[src/rtl/condicionador_botoes.sv]
// Button conditioner: sync, debounce and one-hot validation of four buttons; one jogada per press.
// Optional long-press pulse built only when BOTAO_LONGO_EN is defined.
module condicionador_botoes #(
  parameter int unsigned DEBOUNCE_CICLOS = 20,
  parameter int unsigned LONGO_CICLOS    = 2000
) (
  input  logic       clock,
  input  logic       reset,
  input  logic [3:0] botoes,
  output logic [3:0] jogada,
  output logic       tem_jogada,
  output logic       jogada_invalida,
  output logic       pressao_longa,
  output logic       botao_ativo,
  output logic [1:0] db_estado
);

  localparam int unsigned CW = $clog2(LONGO_CICLOS + 1);
  localparam logic [CW-1:0] DEB_FIM = CW'(DEBOUNCE_CICLOS - 1);

  typedef enum logic [1:0] {
    ESPERA   = 2'd0,
    FILTRA   = 2'd1,
    REGISTRA = 2'd2,
    SOLTA    = 2'd3
  } estado_t;

  estado_t       estado_q, estado_d;
  logic [3:0]    sync1_q;
  logic [3:0]    b_sync_q;
  logic [3:0]    amostra_q, amostra_d;
  logic [CW-1:0] cont_q, cont_d;
  logic [3:0]    jogada_q, jogada_d;
  logic          tem_q, tem_d;
  logic          inv_q, inv_d;
  logic          ativo_q, ativo_d;

  function automatic logic [CW-1:0] inc_sat(input logic [CW-1:0] v);
    return (v == '1) ? v : v + CW'(1);
  endfunction

  always_ff @(posedge clock or posedge reset) begin
    if (reset) begin
      sync1_q  <= '0;
      b_sync_q <= '0;
    end else begin
      sync1_q  <= botoes;
      b_sync_q <= sync1_q;
    end
  end

  always_comb begin
    estado_d  = estado_q;
    amostra_d = amostra_q;
    cont_d    = cont_q;
    jogada_d  = jogada_q;
    tem_d     = 1'b0;
    inv_d     = 1'b0;
    case (estado_q)
      ESPERA: begin
        if (b_sync_q != '0) begin
          amostra_d = b_sync_q;
          cont_d    = '0;
          estado_d  = FILTRA;
        end
      end
      FILTRA: begin
        if (b_sync_q == '0) begin
          estado_d = ESPERA;
        end else if (b_sync_q != amostra_q) begin
          amostra_d = b_sync_q;
          cont_d    = '0;
        end else if (cont_q == DEB_FIM) begin
          estado_d = REGISTRA;
        end else begin
          cont_d = inc_sat(cont_q);
        end
      end
      REGISTRA: begin
        if ($onehot(amostra_q)) begin
          jogada_d = amostra_q;
          tem_d    = 1'b1;
        end else begin
          inv_d = 1'b1;
        end
        cont_d   = '0;
        estado_d = SOLTA;
      end
      SOLTA: begin
        // Any nonzero sample restarts the release window, absorbing release bounce.
        if (b_sync_q == '0) begin
          if (cont_q == DEB_FIM) estado_d = ESPERA;
          else                   cont_d   = inc_sat(cont_q);
        end else begin
          cont_d = '0;
        end
      end
      default: estado_d = ESPERA;
    endcase
    ativo_d = (estado_d != ESPERA);
  end

  always_ff @(posedge clock or posedge reset) begin
    if (reset) begin
      estado_q  <= ESPERA;
      amostra_q <= '0;
      cont_q    <= '0;
      jogada_q  <= '0;
      tem_q     <= 1'b0;
      inv_q     <= 1'b0;
      ativo_q   <= 1'b0;
    end else begin
      estado_q  <= estado_d;
      amostra_q <= amostra_d;
      cont_q    <= cont_d;
      jogada_q  <= jogada_d;
      tem_q     <= tem_d;
      inv_q     <= inv_d;
      ativo_q   <= ativo_d;
    end
  end

`ifdef BOTAO_LONGO_EN
  localparam logic [CW-1:0] LONGO_FIM = CW'(LONGO_CICLOS - 1);

  logic [CW-1:0] longo_q, longo_d;
  logic          arma_q, arma_d;
  logic          longa_q, longa_d;

  // Armed only by a valid REGISTRA; any deviation disarms for the rest of the press.
  always_comb begin
    longo_d = longo_q;
    arma_d  = arma_q;
    longa_d = 1'b0;
    if (estado_q == REGISTRA) begin
      arma_d  = $onehot(amostra_q);
      longo_d = '0;
    end else if (estado_q == SOLTA && arma_q) begin
      if (b_sync_q != amostra_q) begin
        arma_d = 1'b0;
      end else if (longo_q == LONGO_FIM) begin
        longa_d = 1'b1;
        arma_d  = 1'b0;
      end else begin
        longo_d = inc_sat(longo_q);
      end
    end else begin
      arma_d = 1'b0;
    end
  end

  always_ff @(posedge clock or posedge reset) begin
    if (reset) begin
      longo_q <= '0;
      arma_q  <= 1'b0;
      longa_q <= 1'b0;
    end else begin
      longo_q <= longo_d;
      arma_q  <= arma_d;
      longa_q <= longa_d;
    end
  end

  assign pressao_longa = longa_q;
`else
  assign pressao_longa = 1'b0;
`endif

  assign jogada          = jogada_q;
  assign tem_jogada      = tem_q;
  assign jogada_invalida = inv_q;
  assign botao_ativo     = ativo_q;
  assign db_estado       = estado_q;

endmodule

[config.mk]
export PLATFORM = sky130hd
export DESIGN_NAME = condicionador_botoes
export DESIGN_NICKNAME = d
export VERILOG_FILES = /design/src/rtl/condicionador_botoes.sv
export SDC_FILE = /design/constraint.sdc
export NUM_CORES = 1
export LEC_CHECK = 0
export BUFFER_PORTS_ARGS = -buffer_cell sky130_fd_sc_hd__buf_4
export CAP_MARGIN = 25
export CORE_MARGIN = 3
export CORE_UTILIZATION = 40
export DETAILED_ROUTE_END_ITERATION = 6
export SETUP_SLACK_MARGIN = 0.4
export SLEW_MARGIN = 5
export SYNTH_ARGS = -nofsm -noshare
export SYNTH_HDL_FRONTEND = slang
export SYNTH_SLANG_ARGS = --single-unit
export TNS_END_PERCENT = 100
[constraint.sdc]
create_clock -name clock -period 3.2 [get_ports clock]
set_clock_uncertainty 0.05 [all_clocks]
set_input_delay 0.16 -clock clock [delete_from_list [all_inputs] [get_ports clock]]
set_output_delay 0.16 -clock clock [all_outputs]
set_load 0.03 [all_outputs]
# --- Word-level counts from Yosys, hierarchy flattened ---
# Index checks and enable logic that the tools add are counted.
word_totals:
  register_bits: 32
  input_bits: 6
  output_inout_bits: 10
  word_cells: 53
op_classes:
  addsub: 4
  n_eq_ne: 10
  mux: 22
  n_reduce_logical: 8
op_table:
  columns: ["op", "n"]
  rows:
  - ["$mux W11", 6]
  - ["$pmux W11 S4", 1]
  - ["$mux W2", 6]
  - ["$mux W4", 3]
  - ["$add A11 B1 Y11 const B", 1]
  - ["$eq A11 B11 Y1 const B", 1]
  - ["$eq A11 B5 Y1 const B", 1]
  - ["$pmux W2 S4", 1]
  - ["$pmux W4 S2", 1]
  - ["$ne A2 B2 Y1 const B", 3]
  - ["$add A1 B1 Y2", 2]
  - ["$eq A2 B2 Y1 const B", 2]
  - ["$logic_not A4 Y1", 1]
  - ["$mux W1", 4]
  - ["$ne A4 B4 Y1", 1]
  - ["$reduce_and A2 Y1", 2]
  - ["$reduce_and A4 Y1", 1]
  - ["$reduce_bool A2 Y1", 2]
  - ["$reduce_bool A4 Y1", 1]
  - ["$add A2 B2 Y3", 1]
  - ["$eq A3 B1 Y1 const B", 1]
  - ["$eq A2 B1 Y1 const B", 1]
  - ["$logic_not A2 Y1", 1]

# --- Depth between registers and ports, before layout ---
# Gate-level depths: netlist of the first run.
depth:
  depth_word: 6
  mapped_depth: 10
  mapped_depth_nobuf: 10

# --- Worst setup path after synthesis of the first run ---
# Ideal clock, no wire load.
synth_timing:
  kind: "register to register"
  from: "reg amostra_q[0]"
  to: "reg jogada_q[0], in the netlist jogada[0]"
  t_arrival_ps: 2005
  setup_slack_ps: 1016
  path_stages_with_launch: 10
  path_buffers: 0
  path_cell_list: "dfrtp_1 -> inv_1 -> fa_1 -> inv_1 -> ha_1 -> ha_1 -> nor3b_1 -> nand3_1 -> nand2_1 -> o21ai_0"
synth_via:
  elab_chain_cells: 4
synth_rtl:
  columns: ["element", "line_no", "text"]
  rows:
  - ["from (decl)", "31", "logic [3:0] amostra_q, amostra_d;"]
  - ["from (signal assigned)", "114", "amostra_q <= amostra_d;"]
  - ["$add A1 B1 Y2 (implied by the code)", "80", "if ($onehot(amostra_q)) begin"]
  - ["$add A2 B2 Y3 (implied by the code)", "80", null]
  - ["$eq A3 B1 Y1", "80", null]
  - ["$reduce_and A2 Y1 (no line)", null, null]
  - ["to (signal assigned)", "116", "jogada_q <= jogada_d;"]
  - ["to (decl)", "33", "logic [3:0] jogada_q, jogada_d;"]
# Parallel ways exist; a longest one is shown, timed or not.
# A chain may end at the register's enable or synchronous reset.

# --- Worst setup path after layout of the first run ---
layout_timing:
  from: "reg amostra_q[0]"
  to: "reg jogada_q[3], in the netlist jogada[3]"
layout_via:
  elab_chain_cells: 4
layout_rtl:
  columns: ["element", "line_no"]
  rows:
  - ["$add A1 B1 Y2 (implied by the code)", "80"]
  - ["$add A2 B2 Y3 (implied by the code)", "80"]
  - ["$eq A3 B1 Y1", "80"]
  - ["$reduce_and A2 Y1 (no line)", null]
# Every way passes these cells.

==> results.py, run 1 <==
metrics = {
    "outcome": {
        "status": "completed",
    },
    "finish": {
        "diodes": 0,
        "drive_gt1_share_pct": 18.0,
        "layout_common_cells": "dfrtp_1, nand2_1, buf_4",
        "nNetsFinal": 176,
        "final_common_cell": "dfrtp_1",
        "syn_to_final_growth_pct": 18.1,
        "n_fill_cell": 324,
    },
    "placement": {
        "dp_slack_ns": 0.811,
        "gp_congestion": 0.783,
        "post-dp-hpwl_um": 1940,
        "portBuffers": 14,
    },
    "flow_run": {
        "max_cap_viol_count": 0,
    },
    "floorplanning": {
        "start_util_pct": 43.7,
        "core_mm2": 0.00352,
        "die_y_um": 68.0,
        "rows": 21,
        "fp.dieW_um": 68.0,
        "dieArea_mm2": 0.00463,
        "pin_count": 16,
    },
    "sta": {
        "max_slew.worst_pin.slew_ns": 0.950,
        "worst_slack_ns": 0.812,
        "slew_viol_final": 0,
        "post-route-min-period_ns": 2.39,
        "fmax_mhz": 419,
        "slew_headroom_pct": 36.2,
        "hold_viol": 0,
        "rsz0062_at_grt": "no",
        "setup_viol": 0,
        "tns_ns": 0,
        "final.period_utilization_pct": 74.6,
    },
    "synth": {
        "synth_nets": 153,
        "synth.distinct_cells": 42,
        "syn_area_mm2": 0.00154,
        "avgSynthCellArea_um2": 10.8,
        "ys_warn_count": 0,
        "ys_seq_area_share_pct": 52.0,
        "synthCells": 143,
        "synth-seq-cells": 32,
    },
    "pwr": {
        "p_leak_uw": 0.000806,
        "ir_drop_v": 0.000227,
        "power_density_mw_per_mm2": 457,
    },
    "route": {
        "drt_iter0_markers": 107,
        "vias_per_cell": 5.26,
        "routed-via-count": 1120,
        "routed_wl_um": 2770,
        "ant_nets": 0,
        "dr.pass1.iters": 5,
        "post-route-drc-count": 0,
        "avgRoutedWirePerCell_um": 13.0,
    },
    "global_routing": {
        "overflow": 0,
        "grtUsageTotal_pct": 15.2,
        "grt_pass1_vias": 1183,
        "antenna_found_initial": 0,
        "grt_max_degree": 33,
        "grt_pass1_wl_um": 5130,
    },
    "setup_path": {
        "crit_buf_inv": 2,
        "cp_cell_sequence": "inv_1, fa_1, inv_1, ha_1, ha_1, nor3b_1, nand3_1, nand2_1, o21ai_0",
        "cp_top_family": "adder cells",
        "worst_path_max_delay_cell": "fa_1",
        "crit_path_max_fanout": 8,
        "critical_path.endpoint_type": "register",
        "crit_required_ns": 3.31,
        "start_kind": "register",
        "cpPeakStageDelay_ns": 0.53,
        "cp.arrival_ns": 2.50,
        "crit_type": "register to register",
    },
    "cts": {
        "ctsHtreeMaxLevel": 2,
        "cts_buffer_depth": 2,
        "clkLatencyLatePin_ns": 0.29,
        "cts_root_buf": "clkbuf_8",
        "clock-sinks": 32,
        "numCtsBuffers": 5,
        "cts_setup_buffers": 0,
        "cts.reportedPaths.clkPinSlew_ns": 0.06,
        "cts_tree": "yes",
        "cts_resized": 0,
    },
    "worst_hold_path": {
        "min_path_type": "register to register",
    },
}
-- layout make-up --
cell class | count | area, um2 | area share [%]
clock buffers | 6 | 82.6 | 4.54
clock inverters | 2 | 10.0 | 0.551
inverters | 9 | 33.8 | 1.86
multi-input cells | 98 | 671 | 36.9
flip-flops and latches | 32 | 801 | 44.0
well taps | 46 | 57.6 | 3.17
repair buffers | 20 | 163 | 8.95
-- sequential cells by signal (all words and copies together) (netlist names) --
| name | flops |
|---|---|
| jogada_invalida | 1 |
| tem_jogada | 1 |
| sync1_q | 4 |
| amostra_q | 4 |
| botao_ativo | 1 |
| jogada | 4 |
| b_sync_q | 4 |
| db_estado | 2 |
| cont_q | 11 |
-- cell families after synthesis --
group | Yosys count | synth area share, %
other cells | 1 | 0.244
mux | 5 | 3.58
compound gates | 18 | 8.13
flops | 32 | 52.0
simple gates | 61 | 22.8
fa+ha+maj | 4 | 3.74
buf+inv | 13 | 4.39
xor+xnor | 9 | 5.12
-- repair_timing --
action	CTS	global route
hold endpoints to repair	36	0
hold buffers	5	0
endpoints found under the setup margin	0	0
-- path summary, 6_finish.rpt --
| kind | cells past startpoint | end | slack (ns) | start |
|---|---|---|---|---|
| worst max-delay path | 9 | jogada[3]$_DFFE_PP0P_ | 0.81 | amostra_q[0]$_DFFE_PP0P_ |
| worst min-delay path | 0 | b_sync_q[3]$_DFF_PP0_ | 0.30 | sync1_q[3]$_DFF_PP0_ |
| worst max register to register | 9 | jogada[3]$_DFFE_PP0P_ | 0.81 | amostra_q[0]$_DFFE_PP0P_ |
| worst min register to register | 0 | b_sync_q[3]$_DFF_PP0_ | 0.30 | sync1_q[3]$_DFF_PP0_ |
| max in group asynchronous | 4 | cont_q[7]$_DFFE_PP0P_ | 2.34 | reset |
| min in group asynchronous | 4 | cont_q[0]$_DFFE_PP0P_ | 0.46 | reset |
-- where the power goes --
group / internal [uW] / switching [uW]
registers: 417 / 11.6
clock network: 171 / 150
logic: 36.0 / 44.9
-- stage by stage --
step	area (um2)	utilization, %	hold WS, ns	power [uW]	std cells
6_report	1820	51.6	0.302	831	213
5_1_grt	1820	51.6	0.310	874	213
4_1_cts	1820	51.6	0.306	840	213
3_5_place_dp	1680	47.6	0.221	515	200
3_3_place_gp	1680	47.6	0.217	510	200
2_1_floorplan	1540	-	0.141	494	143
-- cell usage after synthesis (all sizes together) --
cell / count / area [um2]
a21oi: 1 / 5.00
fa: 1 / 20.0
conb: 1 / 3.75
buf: 3 / 30.0
a211oi: 1 / 7.51
a31oi: 1 / 6.26
nand3: 6 / 30.0
o21a: 2 / 15.0
ha: 3 / 37.5
clkbuf: 1 / 3.75
nor3: 5 / 30.0
a21o: 2 / 15.0
xnor2: 9 / 78.8
and3: 1 / 6.26
o22a: 2 / 17.5
a41oi: 1 / 8.76
nand2b: 2 / 12.5
dfrtp: 32 / 801
o31ai: 1 / 7.51
nor4b: 1 / 8.76
o21ai: 5 / 25.0
o311ai: 1 / 8.76
nand2: 16 / 62.6
nor2: 14 / 55.1
inv: 9 / 33.8
or4: 2 / 15.0
nand4: 3 / 33.8
nor2b: 2 / 15.0
mux2i: 1 / 10.0
o31a: 1 / 8.76
or4b: 1 / 13.8
nor3b: 2 / 15.0
nor4: 6 / 52.6
mux2: 4 / 45.0
-- routing by layer --
layer / share of wire (%) / track usage [%] / up-vias / routed length, um
li1: - / - / 545 / -
met1: 46 / 18.5 / 539 / 1290
met2: 46 / 23.8 / 31 / 1270
met3: 5.5 / 5.09 / 5 / 153
met4: 2.2 / 7.94 / 0 / 60
met5: 0 / 0 / - / 0
Power figures use the tool's default switching activity.
==> inputs of run 2 (changes only) <==
--- a/config.mk
+++ b/config.mk
@@ -5,6 +5,7 @@
 export SDC_FILE = /design/constraint.sdc
 export NUM_CORES = 1
 export LEC_CHECK = 0
+export ABC_AREA = 1
 export BUFFER_PORTS_ARGS = -buffer_cell sky130_fd_sc_hd__buf_4
 export CAP_MARGIN = 25
 export CORE_MARGIN = 3
==> constraint.sdc (replaced) <==
create_clock -name clock -period 2.2 [get_ports clock]
set_clock_uncertainty 0.05 [all_clocks]
set_input_delay 0.11 -clock clock [delete_from_list [all_inputs] [get_ports clock]]
set_output_delay 0.11 -clock clock [all_outputs]
set_load 0.03 [all_outputs]
==> results.py, run 2 <==
metrics = {
    "outcome": {
        "status": "completed",
    },
    "setup_path": {
        "reg2reg_slack_ns": 0.24,
        "cp.arrival_ns": 2.09,
        "cp-endpoint": "jogada[2]$_DFFE_PP0P_",
        "crit_path_max_fanout": 5,
        "crit_start": "amostra_q[1]$_DFFE_PP0P_",
        "critical_path.endpoint_type": "register",
        "crit_type": "register to register",
        "start_kind": "register",
        "worstReg2RegEnd": "jogada[2]$_DFFE_PP0P_",
        "reg2reg_depth": 9,
        "crit_required_ns": 2.33,
        "timing.rr.start": "amostra_q[1]$_DFFE_PP0P_",
    },
    "sta": {
        "post-route-min-period_ns": 1.96,
        "setup_viol": 0,
        "rsz0062_at_grt": "yes",
        "slew_viol_final": 0,
        "hold_viol": 0,
        "fmax_mhz": 510,
        "final.period_utilization_pct": 89.1,
        "tns_ns": 0,
    },
    "synth": {
        "async_reset_ff_share_pct": 100,
        "synthTopCellsByCount": "nand2_1, inv_1, dfrtp_1",
        "syn_area_mm2": 0.00179,
        "synth_edf_count": 0,
        "yosysTopAreaCell": "dfrtp_1",
        "synth_top_area_share_pct": 44.8,
        "ys_warn_count": 0,
        "synth_nets": 240,
        "synth_most_common_cell": "nand2_1",
        "ys_seq_area_share_pct": 44.8,
        "synthCells": 230,
        "synth.distinct_cells": 24,
        "netlist_top_cells_area": "dfrtp_1, nand2_1, inv_1",
        "ys.flop_type": "dfrtp_1",
        "synth-seq-cells": 32,
        "avgSynthCellArea_um2": 7.76,
    },
    "floorplanning": {
        "pin_count": 16,
        "core_mm2": 0.00414,
        "fp.dieW_um": 72.8,
        "start_util_pct": 43.1,
        "rows": 23,
        "dieArea_mm2": 0.00530,
        "die_y_um": 72.8,
    },
    "global_routing": {
        "use_met2_pct": 21.9,
        "grt_pass1_vias": 1360,
        "busiest_layer": "met2",
        "grtUsageTotal_pct": 14.5,
        "grt_max_degree": 33,
        "grtUsageMet3_pct": 5.51,
        "use_met1_pct": 19.1,
        "antenna_found_initial": 0,
        "overflow": 0,
        "grt_pass1_wl_um": 5920,
    },
    "finish": {
        "diodes": 0,
        "nNetsFinal": 269,
        "n_fill_cell": 411,
        "layout_common_cells": "nand2_1, inv_1, dfrtp_1",
        "syn_to_final_growth_pct": 21.6,
        "fin_cells": 310,
        "utilization_pct": 52.4,
        "largest_register_ffs": 11,
        "largest_register": "cont_q",
        "drive_gt1_share_pct": 22.3,
        "final_common_cell": "nand2_1",
    },
    "placement": {
        "portBuffers": 14,
        "gp_congestion": 0.908,
        "post-dp-hpwl_um": 2410,
        "dp_cells": 293,
    },
    "pwr": {
        "power_density_mw_per_mm2": 668,
        "ir_drop_v": 0.000399,
        "p_leak_uw": 0.00110,
    },
    "route": {
        "vias_per_cell": 4.61,
        "drt_iter0_markers": 59,
        "routed_wl_um": 3330,
        "avgRoutedWirePerCell_um": 10.7,
        "routed-via-count": 1428,
        "post-route-drc-count": 0,
        "dr.pass1.iters": 4,
        "ant_nets": 0,
    },
    "cts": {
        "clock-sinks": 32,
        "cts_tree": "yes",
        "clkLatencyLatePin_ns": 0.29,
        "cts_buffer_depth": 2,
        "numCtsBuffers": 5,
        "cts_root_buf": "clkbuf_8",
        "cts.reportedPaths.clkPinSlew_ns": 0.07,
        "ctsHtreeMaxLevel": 2,
    },
    "flow_run": {
        "max_cap_viol_count": 0,
    },
    "worst_hold_path": {
        "min_path_type": "register to register",
    },
}
run 2: cell count changes after synthesis, moves of 4 or more:
cell / before / now
inv_1: 9 / 34
inv_2: 0 / 5
mux2_1: 4 / 0
nand2_1: 15 / 67
nand2_2: 1 / 5
nand3_1: 6 / 16
nor2_1: 13 / 25
nor2_4: 0 / 5
nor4_1: 5 / 0
o21ai_0: 4 / 14
xnor2_1: 9 / 0
xor2_1: 0 / 4
run 2: critical path, cell delays in order, from the launching register on:
cell     delay, ns
dfrtp_1       0.36
inv_2         0.05
fa_1          0.52
inv_1         0.04
ha_2          0.17
ha_4          0.24
nor3_4        0.15
nand2_2       0.12
nand2_1       0.08
o21ai_1       0.06
run 2: cell families (layout without fill, tap and decap cells):
group / Yosys count / count (layout) / share of synthesized area [%]
and+or+nand+nor: 132 / 133 / 35.0
buffers and inverters: 41 / 70 / 9.39
adders and majority gates: 4 / 4 / 3.22
xor gates and xnor gates: 4 / 4 / 1.96
AOI/OAI and AO/OA: 16 / 16 / 5.33
DFF: 32 / 32 / 44.8
other: 1 / 1 / 0.210
run 2: layout make-up:
| type | count | area [um2] | share of cell area [%] |
|---|---|---|---|
| multi-input cells | 158 | 850 | 39.1 |
| flip-flops and latches | 32 | 801 | 36.9 |
| repair buffers | 23 | 185 | 8.53 |
| inverters | 39 | 146 | 6.74 |
| clock buffers | 7 | 96.3 | 4.44 |
| well taps | 50 | 62.6 | 2.88 |
| clock inverters | 1 | 30.0 | 1.38 |
run 2: report_power, final:
part,internal (uW),switching [uW]
Combinational,87.1,117
Sequential,609,15.3
Clock,399,222
Total,1100,354
run 2: timing repair:
item                       in CTS  in global routing
setup endpoints to repair       6                  6
hold buffers                    5                  0
pin swaps                       3                  0
gates cloned                    1                  0
gates resized for setup         1                  0
hold endpoints to repair       36                  0
setup buffers                   3                  0
run 2: layer usage:
metal  vias up  routed length (um)
met1       637                1650
met5         -                   0
met2        24                1480
met3         5                 160
met4         0                  40
li1        762                   -
run 2: worst min path at each step:
stage,depth (start not counted),end,startpoint
after global routing,0,b_sync_q[1]$_DFF_PP0_,sync1_q[1]$_DFF_PP0_
after detailed placement,1,sync1_q[3]$_DFF_PP0_,botoes[3]
after CTS,0,b_sync_q[1]$_DFF_PP0_,sync1_q[1]$_DFF_PP0_
final,0,b_sync_q[1]$_DFF_PP0_,sync1_q[1]$_DFF_PP0_
after floorplan,0,sync1_q[0]$_DFF_PP0_,botoes[0]
after global placement,1,sync1_q[2]$_DFF_PP0_,botoes[2]
run 2: per-stage QoR:
step | setup slack (ns) | total power, uW | area (um2) | hold slack [ns]
4_1_cts | 0.215 | 1470 | 2170 | 0.298
3_5_place_dp | 0.179 | 819 | 1970 | 0.171
3_3_place_gp | 0.233 | 816 | 1970 | 0.170
5_1_grt | 0.102 | 1520 | 2170 | 0.304
6_report | 0.241 | 1450 | 2170 | 0.297
2_1_floorplan | 0.288 | 782 | 1810 | 0.0914
